**src/rtl/miv_ram_scrub_pkg.sv**
```systemverilog
// Shared types and geometry for the ECC TCM scrub controller.
package miv_ram_scrub_pkg;

  localparam int ADDR_W    = 11;
  localparam int DATA_W    = 32;
  localparam int RAM_DEPTH = 2048;

  typedef enum logic [1:0] {
    IDLE      = 2'd0,
    SCRUB_RD  = 2'd1,
    SCRUB_CHK = 2'd2,
    SCRUB_WB  = 2'd3
  } scrub_state_e;

  typedef struct packed {
    logic              wen;
    logic [ADDR_W-1:0] waddr;
    logic [DATA_W-1:0] wd;
    logic [ADDR_W-1:0] raddr;
  } ram_req_t;

endpackage

```
**src/rtl/miv_sat_counter.sv**
```systemverilog
// Saturating event counter; a clear coinciding with an event leaves the count at 1.
module miv_sat_counter #(
  parameter int CNT_W = 16
) (
  input  logic             clk,
  input  logic             rst_n,
  input  logic             inc,
  input  logic             clr,
  output logic [CNT_W-1:0] cnt
);

  logic [CNT_W-1:0] cnt_q, cnt_d;

  always_comb begin
    cnt_d = cnt_q;
    if (clr)
      cnt_d = CNT_W'(inc);
    else if (inc && (cnt_q != '1))
      cnt_d = cnt_q + CNT_W'(1);
  end

  always_ff @(posedge clk or negedge rst_n) begin
    if (!rst_n) cnt_q <= '0;
    else        cnt_q <= cnt_d;
  end

  assign cnt = cnt_q;

endmodule

```
**src/rtl/miv_ram_scrub_ctrl.sv**
```systemverilog
// Host/scrubber arbiter in front of the 2048x32 ECC TCM, with SB/DB statistics
// and a double-bit interrupt.
module miv_ram_scrub_ctrl
  import miv_ram_scrub_pkg::*;
#(
  parameter int SCRUB_INTERVAL = 1024,
  parameter int CNT_W          = 16
) (
  input  logic              CLK,
  input  logic              RESETN,
  input  logic              scrub_en,
  input  logic              cnt_clr,
  input  logic              host_req,
  input  logic              host_we,
  input  logic [ADDR_W-1:0] host_addr,
  input  logic [DATA_W-1:0] host_wdata,
  output logic              host_gnt,
  output logic              host_rvalid,
  output logic [DATA_W-1:0] host_rdata,
  output logic              host_sb,
  output logic              host_db,
  output logic [DATA_W-1:0] ram_wd,
  output logic [ADDR_W-1:0] ram_waddr,
  output logic [ADDR_W-1:0] ram_raddr,
  output logic              ram_wen,
  input  logic [DATA_W-1:0] ram_rd,
  input  logic              ram_sb,
  input  logic              ram_db,
  output logic [CNT_W-1:0]  sb_cnt,
  output logic [CNT_W-1:0]  db_cnt,
  output logic [ADDR_W-1:0] db_addr,
  output logic              db_irq,
  output logic              scrub_pass
);

  localparam logic [15:0] IVL_RELOAD = 16'(SCRUB_INTERVAL - 1);

  scrub_state_e      state_q, state_d;
  logic [ADDR_W-1:0] scrub_addr_q, scrub_addr_d;
  logic              pend_q, pend_d;
  logic [15:0]       ivl_q, ivl_d;
  logic [ADDR_W-1:0] wb_addr_q, wb_addr_d;
  logic [DATA_W-1:0] wb_data_q, wb_data_d;
  logic              wb_cancel_q, wb_cancel_d;
  logic              rvalid_q, rvalid_d;
  logic [ADDR_W-1:0] rd_addr_q, rd_addr_d;
  logic [ADDR_W-1:0] db_addr_q, db_addr_d;
  logic              db_irq_q, db_irq_d;
  logic              pass_q, pass_d;

  logic     scrub_go, rd_valid, sb_evt, db_evt;
  ram_req_t ram_req;

  // A pending scrub only launches from IDLE on a cycle the host leaves free.
  assign scrub_go = (state_q == IDLE) & scrub_en & (pend_q | (ivl_q == '0)) & ~host_req;

  always_comb begin
    host_gnt = RESETN & host_req & (state_q != SCRUB_RD) & (state_q != SCRUB_WB);
    ram_req  = '0;
    case (state_q)
      SCRUB_RD: ram_req.raddr = scrub_addr_q;
      SCRUB_WB: begin
        if (!wb_cancel_q) begin
          ram_req.wen   = 1'b1;
          ram_req.waddr = wb_addr_q;
          ram_req.wd    = wb_data_q;
        end
      end
      default: ;
    endcase
    if (host_gnt) begin
      if (host_we) begin
        ram_req.wen   = 1'b1;
        ram_req.waddr = host_addr;
        ram_req.wd    = host_wdata;
      end else begin
        ram_req.raddr = host_addr;
      end
    end
  end

  assign ram_wen   = ram_req.wen;
  assign ram_waddr = ram_req.waddr;
  assign ram_wd    = ram_req.wd;
  assign ram_raddr = ram_req.raddr;

  // Interval timer only runs while idle; any launched scrub re-arms it.
  always_comb begin
    ivl_d  = ivl_q;
    pend_d = pend_q;
    if (!scrub_en || (state_q != IDLE) || scrub_go) begin
      ivl_d  = IVL_RELOAD;
      pend_d = 1'b0;
    end else if (ivl_q == '0) begin
      pend_d = 1'b1;
    end else begin
      ivl_d = ivl_q - 16'd1;
    end
  end

  always_comb begin
    state_d      = state_q;
    scrub_addr_d = scrub_addr_q;
    wb_addr_d    = wb_addr_q;
    wb_data_d    = wb_data_q;
    wb_cancel_d  = wb_cancel_q;
    pass_d       = 1'b0;
    case (state_q)
      IDLE:     if (scrub_go) state_d = SCRUB_RD;
      SCRUB_RD: state_d = SCRUB_CHK;
      SCRUB_CHK: begin
        scrub_addr_d = scrub_addr_q + ADDR_W'(1);
        pass_d       = &scrub_addr_q;
        wb_addr_d    = scrub_addr_q;
        wb_data_d    = ram_rd;
        // A host write landing on the word being scrubbed supersedes the fix-up.
        wb_cancel_d  = host_gnt & host_we & (host_addr == scrub_addr_q);
        state_d      = (ram_sb & ~ram_db) ? SCRUB_WB : IDLE;
      end
      default:  state_d = IDLE;
    endcase
  end

  // RAM output is already registered, so a read result is consumed the cycle it appears.
  assign rd_valid = rvalid_q | (state_q == SCRUB_CHK);
  assign sb_evt   = rd_valid & ram_sb;
  assign db_evt   = rd_valid & ram_db;

  always_comb begin
    rvalid_d  = host_gnt & ~host_we;
    rd_addr_d = ram_req.raddr;
    db_irq_d  = db_evt;
    db_addr_d = db_evt ? rd_addr_q : db_addr_q;
  end

  always_ff @(posedge CLK or negedge RESETN) begin
    if (!RESETN) begin
      state_q      <= IDLE;
      scrub_addr_q <= '0;
      pend_q       <= 1'b0;
      ivl_q        <= IVL_RELOAD;
      wb_addr_q    <= '0;
      wb_data_q    <= '0;
      wb_cancel_q  <= 1'b0;
      rvalid_q     <= 1'b0;
      rd_addr_q    <= '0;
      db_addr_q    <= '0;
      db_irq_q     <= 1'b0;
      pass_q       <= 1'b0;
    end else begin
      state_q      <= state_d;
      scrub_addr_q <= scrub_addr_d;
      pend_q       <= pend_d;
      ivl_q        <= ivl_d;
      wb_addr_q    <= wb_addr_d;
      wb_data_q    <= wb_data_d;
      wb_cancel_q  <= wb_cancel_d;
      rvalid_q     <= rvalid_d;
      rd_addr_q    <= rd_addr_d;
      db_addr_q    <= db_addr_d;
      db_irq_q     <= db_irq_d;
      pass_q       <= pass_d;
    end
  end

  assign host_rvalid = rvalid_q;
  assign host_rdata  = rvalid_q ? ram_rd : '0;
  assign host_sb     = rvalid_q & ram_sb;
  assign host_db     = rvalid_q & ram_db;
  assign db_addr     = db_addr_q;
  assign db_irq      = db_irq_q;
  assign scrub_pass  = pass_q;

  miv_sat_counter #(.CNT_W(CNT_W)) u_sb_cnt (
    .clk   (CLK),
    .rst_n (RESETN),
    .inc   (sb_evt),
    .clr   (cnt_clr),
    .cnt   (sb_cnt)
  );

  miv_sat_counter #(.CNT_W(CNT_W)) u_db_cnt (
    .clk   (CLK),
    .rst_n (RESETN),
    .inc   (db_evt),
    .clr   (cnt_clr),
    .cnt   (db_cnt)
  );

endmodule

```
**config.mk**
```make
export PLATFORM = sky130hd
export DESIGN_NAME = miv_ram_scrub_ctrl
export DESIGN_NICKNAME = d
export VERILOG_FILES = /design/src/rtl/miv_ram_scrub_pkg.sv /design/src/rtl/miv_sat_counter.sv /design/src/rtl/miv_ram_scrub_ctrl.sv
export SDC_FILE = /design/constraint.sdc
export NUM_CORES = 1
export LEC_CHECK = 0
export CORE_UTILIZATION = 47
export CTS_CLUSTER_DIAMETER = 40
export DETAILED_ROUTE_END_ITERATION = 16
export PLACE_DENSITY_LB_ADDON = 0.12
export SYNTH_ARGS = -nofsm -noshare
export SYNTH_HDL_FRONTEND = slang
export SYNTH_SLANG_ARGS = --single-unit
```
**constraint.sdc**
```tcl
create_clock -name CLK -period 2.8 [get_ports CLK]
set_input_delay 0.56 -clock CLK [delete_from_list [all_inputs] [get_ports CLK]]
set_output_delay 0.56 -clock CLK [all_outputs]
set_load 0.01 [all_outputs]
```
**Word-level counts from Yosys, hierarchy flattened**

Index checks and enable logic that the tools add are counted.
Widths: inputs -> output; s select.

- Bits of input ports: 83
- Logic and storage cells: 78
- Bits in registers: 131
- Output and inout bits: 136

- Bitwise gates (word level): 19
- Equality and inequality tests: 10
- Add/subtract/negate cells: 4
- Muxes and demuxes: 19
- Reductions and logical operators: 12

Operator list:

| kind | count |
|---|---|
| $mux 44 | 3 |
| $mux 16 | 6 |
| $mux 55 | 1 |
| $add 16x1->16 const B | 2 |
| $mux 32 | 1 |
| $ne 16x16->1 const B | 2 |
| $mux 11 | 2 |
| $logic_not 16->1 | 1 |
| $sub 16x1->16 const B | 1 |
| $and 1x1->1 | 14 |
| $add 11x1->11 const B | 1 |
| $eq 11x11->1 | 1 |
| $reduce_and 11->1 | 1 |
| $reduce_bool 2->1 | 4 |
| $ne 2x2->1 const B | 3 |
| $pmux 2 s3 | 1 |
| $eq 2x2->1 const B | 2 |
| $mux 2 | 2 |
| $mux 1 | 3 |
| $not 1->1 | 3 |
| $eq 2x1->1 const B | 1 |
| $logic_and 1x1->1 | 2 |
| $logic_not 2->1 | 1 |
| $logic_or 1x1->1 | 2 |
| other kinds (3) | 4 |

**Depth between registers and ports, before layout**

- Word-level depth: 6
- Gate-level depth with buffers: 9
- Gate-level depth less buffers: 7

**Hierarchy**

From an unflattened synthesis, not the netlist that was laid out.

- Cell total of the unflattened synthesis: 609
- Area, all modules: 6666.4 um^2

Modules (own cells, without submodules):

| module | area each (um^2) | cells each | seq. area each (um^2) | times used |
|---|---|---|---|---|
| miv_ram_scrub_ctrl | 4817.1 | 411 | 2489.9 | 1 |
| miv_sat_counter | 924.6 | 99 | 400.4 | 2 |

**Worst setup path before layout**

Ideal clock, no wire load.

- Path type: input to output
- From: input port host_req
- To: output port ram_waddr[0]
- Required time: 2240 ps
- Setup slack: 632 ps
- Buffers on the path: 2
- Arrival time: 1608 ps
- Cell stages on the path: 6
- Cell sequence: nand2_1 -> nor2_1 -> and2_1 -> buf_2 -> clkbuf_1 -> a22o_1

- Word-level cells in the longest chain between the ends: 4

Ends and longest elaborated chain:

| element | line | RTL |
|---|---|---|
| start: declaration | miv_ram_scrub_ctrl.sv:13 | `input logic host_req,` |
| $and 1x1->1 (3 in series) | miv_ram_scrub_ctrl.sv:58 | `host_gnt = RESETN & host_req & (state_q != SCRUB_RD) & (state_q != SCRUB_WB);` |
| net host_gnt | miv_ram_scrub_ctrl.sv:17 | `output logic host_gnt,` |
| $mux 55 | miv_ram_scrub_ctrl.sv:71 | `if (host_gnt) begin` |
| end: declaration | miv_ram_scrub_ctrl.sv:23 | `output logic [ADDR_W-1:0] ram_waddr,` |

The timed path passes the listed nets, and every way through them passes these cells.

**Final worst setup path**

- From: input port host_req
- To: output port ram_wd[27]

- Word-level cells in the longest chain between the ends: 4

Ends and longest elaborated chain:

| element | line | RTL |
|---|---|---|
| $and 1x1->1 (3 in series) | miv_ram_scrub_ctrl.sv:58 |  |
| $mux 55 | miv_ram_scrub_ctrl.sv:71 |  |
| end: declaration | miv_ram_scrub_ctrl.sv:22 | `output logic [DATA_W-1:0] ram_wd,` |

No other way between the ends.

==> impl_results.md <==
- DRT antenna net count: 0
- DR vias: between 5,000 and 6,000
- Crit path max fanout: 13
- Post-synth EDFFs: 0
- Row Count: between 40 and 50
- Final setup TNS: 0 ns
- Multi-input gate area: 3210 µm²
- Clk buf depth: 2
- Die Height: 121 µm
- # fillers: about 1,000
- Highest Clock Rate: 363 MHz
- Ant. Diodes: 0
- Sequential Area: about 3300 µm²
- Status: finished, final reports clean
- Compound-cell area share of the yosys netlist: 0.136
- CP Data Arrival Time: around 2.2 ns
- H-tree lvl count: 4
- Via-to-Cell Ratio: between 5 and 6
- Mapped Area: around 6700 µm²
- Fin crit share: 0.984
- Clock Latency Late Sink: approximately 0.4 ns
- Final net count: 925
- Net count after synthesis: around 700
- DP HPWL: about 13,000 µm
- Core area: roughly 14,000 µm²
- First-pass GRT wire length: approximately 30,000 µm
- Largest family of logic cells by synthesized area: simple AND/OR/NAND/NOR gates
- Syn-to-layout area delta: 47.1%
- P_leak: between 0.004 and 0.005 µW
- Synth cell types: 66
- Crit end category: output port
- Final setup margin: around 0.045 ns
- Total CTS buffers: 17
- Final GP Congestion: roughly 0.90
- Synthesized area per cell: around 11 µm²
- Post-Synth XOR/XNOR Area: 0.0498
- Port Buf Inserts: 218
- Startpoint types: primary input
- Worst IR Drop VDD: around 0.00043 V
- Seq/Total Area, Yosys: 0.492
- Register bit count reported by yosys: 131
- Synth warn: 0
- Clock-pin slew on the worst setup and hold paths: approximately 0.06 ns
- Worst Hold Class: in2async
- Clk_skew: between 0.008 and 0.009 ns
- Vias in the first global route: 5,790
- Clock sinks: approximately 130
- Gate Count Post-Synth: ~600
- Final slew viol count: 0
- Worst Tran Pin Value: about 0.83 ns
- Final Hold Viols: 0
- Pre-antenna DRT Iters: 6
- Antenna violations before repair: 0
- Clock root buffer master: clkbuf_16
- Die W: 121 µm
- Total chip power: between 4000 and 5000 µW
- DP Worst Slack: -0.293 ns
- Max Cap Violations: 0
- Most used DFF post-synth: dfrtp_1
- CP cell instances: clkdlybuf4s15_1 > nand2_2 > nor2_2 > and2_4 > bufbuf_16 > a22o_1 > clkdlybuf4s50_1
- Slowest stage delay, CP: 0.53 ns
- Pwr dens: 463 nW/µm²
- CP Class: in2out
- Starting Density: 0.482
- IO Pins: ~220
- Gr usage total: 0.267
- Die Footprint: 14,700 µm²
- CTS tree: built
- RSZ-0062 raised after global routing: no
- DR WL/cell: 17.9 µm
- Synth Area in Simple Gates: 0.190
- Share of layout cells above drive strength 1: 0.170
- Number of DRC markers in iteration 0: 300
- Largest net degree at the start of global routing: 68
- Hold slack: 0.345 ns
- Grt total ovfl: 0
- DRC viols: 0
- Mux share of post-synthesis cell area: 0.0947
- Post-synthesis adder-cell area fraction: 0.00748
- CP required: 2.24 ns
- CTS Hold Bufs: 0
- Routed wire length: roughly 18,000 µm
- Relative slew slack: 0.446
- FFs w/ async S/R, synth: 1.00
- Crit path max-delay cell type: clkdlybuf4s50_1
- Tmin final: around 2.8 ns
- Final setup fails: 0
## path summary, 6_finish.rpt
check                                       startpoint  cells past startpoint  slack, ns                      endpoint
worst max-delay path                          host_req                      7       0.05                    ram_wd[27]
worst min-delay path                            RESETN                      2       0.35  u_db_cnt.cnt[12]$_DFFE_PN0P_
min in group CLK                rd_addr_q[0]$_DFF_PN0_                      2       0.43        db_addr[0]$_DFFE_PN0P_
max in group asynchronous                       RESETN                      3       1.07        state_q[0]$_DFFE_PN0P_
worst max register to register    ivl_q[0]$_DFFE_PN1P_                      7       0.62          ivl_q[9]$_DFFE_PN1P_
worst min register to register  rd_addr_q[0]$_DFF_PN0_                      2       0.43        db_addr[0]$_DFFE_PN0P_
## area by class of cell
cell class                      instances  area share
Sequential cell                       131       0.335
Multi-Input combinational cell        433       0.326
Timing Repair Buffer                  246       0.253
Clock buffer                           21      0.0478
Tap cell                              180      0.0229
Clock inverter                         11      0.0128
Inverter                                9     0.00343
## power breakdown
| part | switching (µW) | internal [µW] |
|---|---|---|
| logic | 186 | 242 |
| registers | 14.2 | 1920 |
| clock network | 810 | 1380 |
| total | 1010 | 3540 |
## repair_timing
| item | CTS | global route |
|---|---|---|
| resized for setup | 8 | 15 |
| setup endpoints to repair | 55 | 22 |
| pin swaps | 0 | 1 |
| buffers inserted | 0 | 2 |
| cloned | 1 | 0 |
## worst max-delay path, delay by kind of cell
| family | cells | cell delay (ns) |
|---|---|---|
| AOI/OAI and AO/OA | 1 | 0.14 |
| buffers and inverters | 3 | 1.07 |
| and+or+nand+nor | 3 | 0.43 |
## synthesized netlist by cell type (9+ instances only)
cell      instances  area [µm²]
nor4_1           10        62.6
a22o_1           54         473
nand3_1          13        65.1
dfstp_2          10         263
dfrtp_1         121        3030
nor3_1           11        55.1
clkbuf_1         24        90.1
nor2b_1           9        56.3
xnor2_1          28         245
nor2_1           43         161
nand2_1          54         203
and3_1            9        56.3
inv_1             9        33.8
mux2_2           45         507
xor2_1           10        87.6
and2_1           37         231
a21oi_1           9        45.0
## registers in the layout, indices dropped and copies added, names as in the netlist, 2 cells and up
signal / cells
u_sb_cnt.cnt: 16
state_q: 2
scrub_addr_q: 11
u_db_cnt.cnt: 16
wb_addr_q: 11
wb_data_q: 32
ivl_q: 16
rd_addr_q: 11
db_addr: 11
## cells in the final DEF (no fill, tap or decap), types with 17 or more instances in the layout
| master | netlist | final |
|---|---|---|
| xnor2_1 | 28 | 28 |
| clkdlybuf4s50_1 | 0 | 200 |
| buf_4 | 3 | 24 |
| and2_1 | 37 | 36 |
| nor2_1 | 43 | 42 |
| a22o_1 | 54 | 54 |
| dfrtp_1 | 121 | 120 |
| clkbuf_16 | 0 | 17 |
| nand2_1 | 54 | 53 |
| mux2_2 | 45 | 45 |
## metrics by stage
| stage | util | area (µm²) | cells |
|---|---|---|---|
| 6_report | 0.709 | 9840 | 1031 |
| 5_1_grt | 0.709 | 9840 | 1031 |
| 4_1_cts | 0.705 | 9790 | 1029 |
| 3_5_place_dp | 0.660 | 9160 | 996 |
| 3_3_place_gp | 0.660 | 9160 | 996 |
| 2_1_floorplan | - | 6690 | 609 |
## routing by layer
| metal | vias up | share of wire | wire length, µm | track usage |
|---|---|---|---|---|
| li1 | 2664 | - | - | - |
| met5 | - | 0 | 0 | 0 |
| met4 | 0 | 0.020 | 363 | 0.0895 |
| met1 | 2827 | 0.42 | 7700 | 0.332 |
| met2 | 202 | 0.50 | 9330 | 0.443 |
| met3 | 32 | 0.059 | 1100 | 0.0761 |
## cell families after synthesis
kind of cell | after synthesis
simple gates | 229
flops | 131
compound gates | 105
mux | 57
buf+inv | 45
xor+xnor | 38
fa+ha+maj | 4
(Power assumes the default switching activity.)
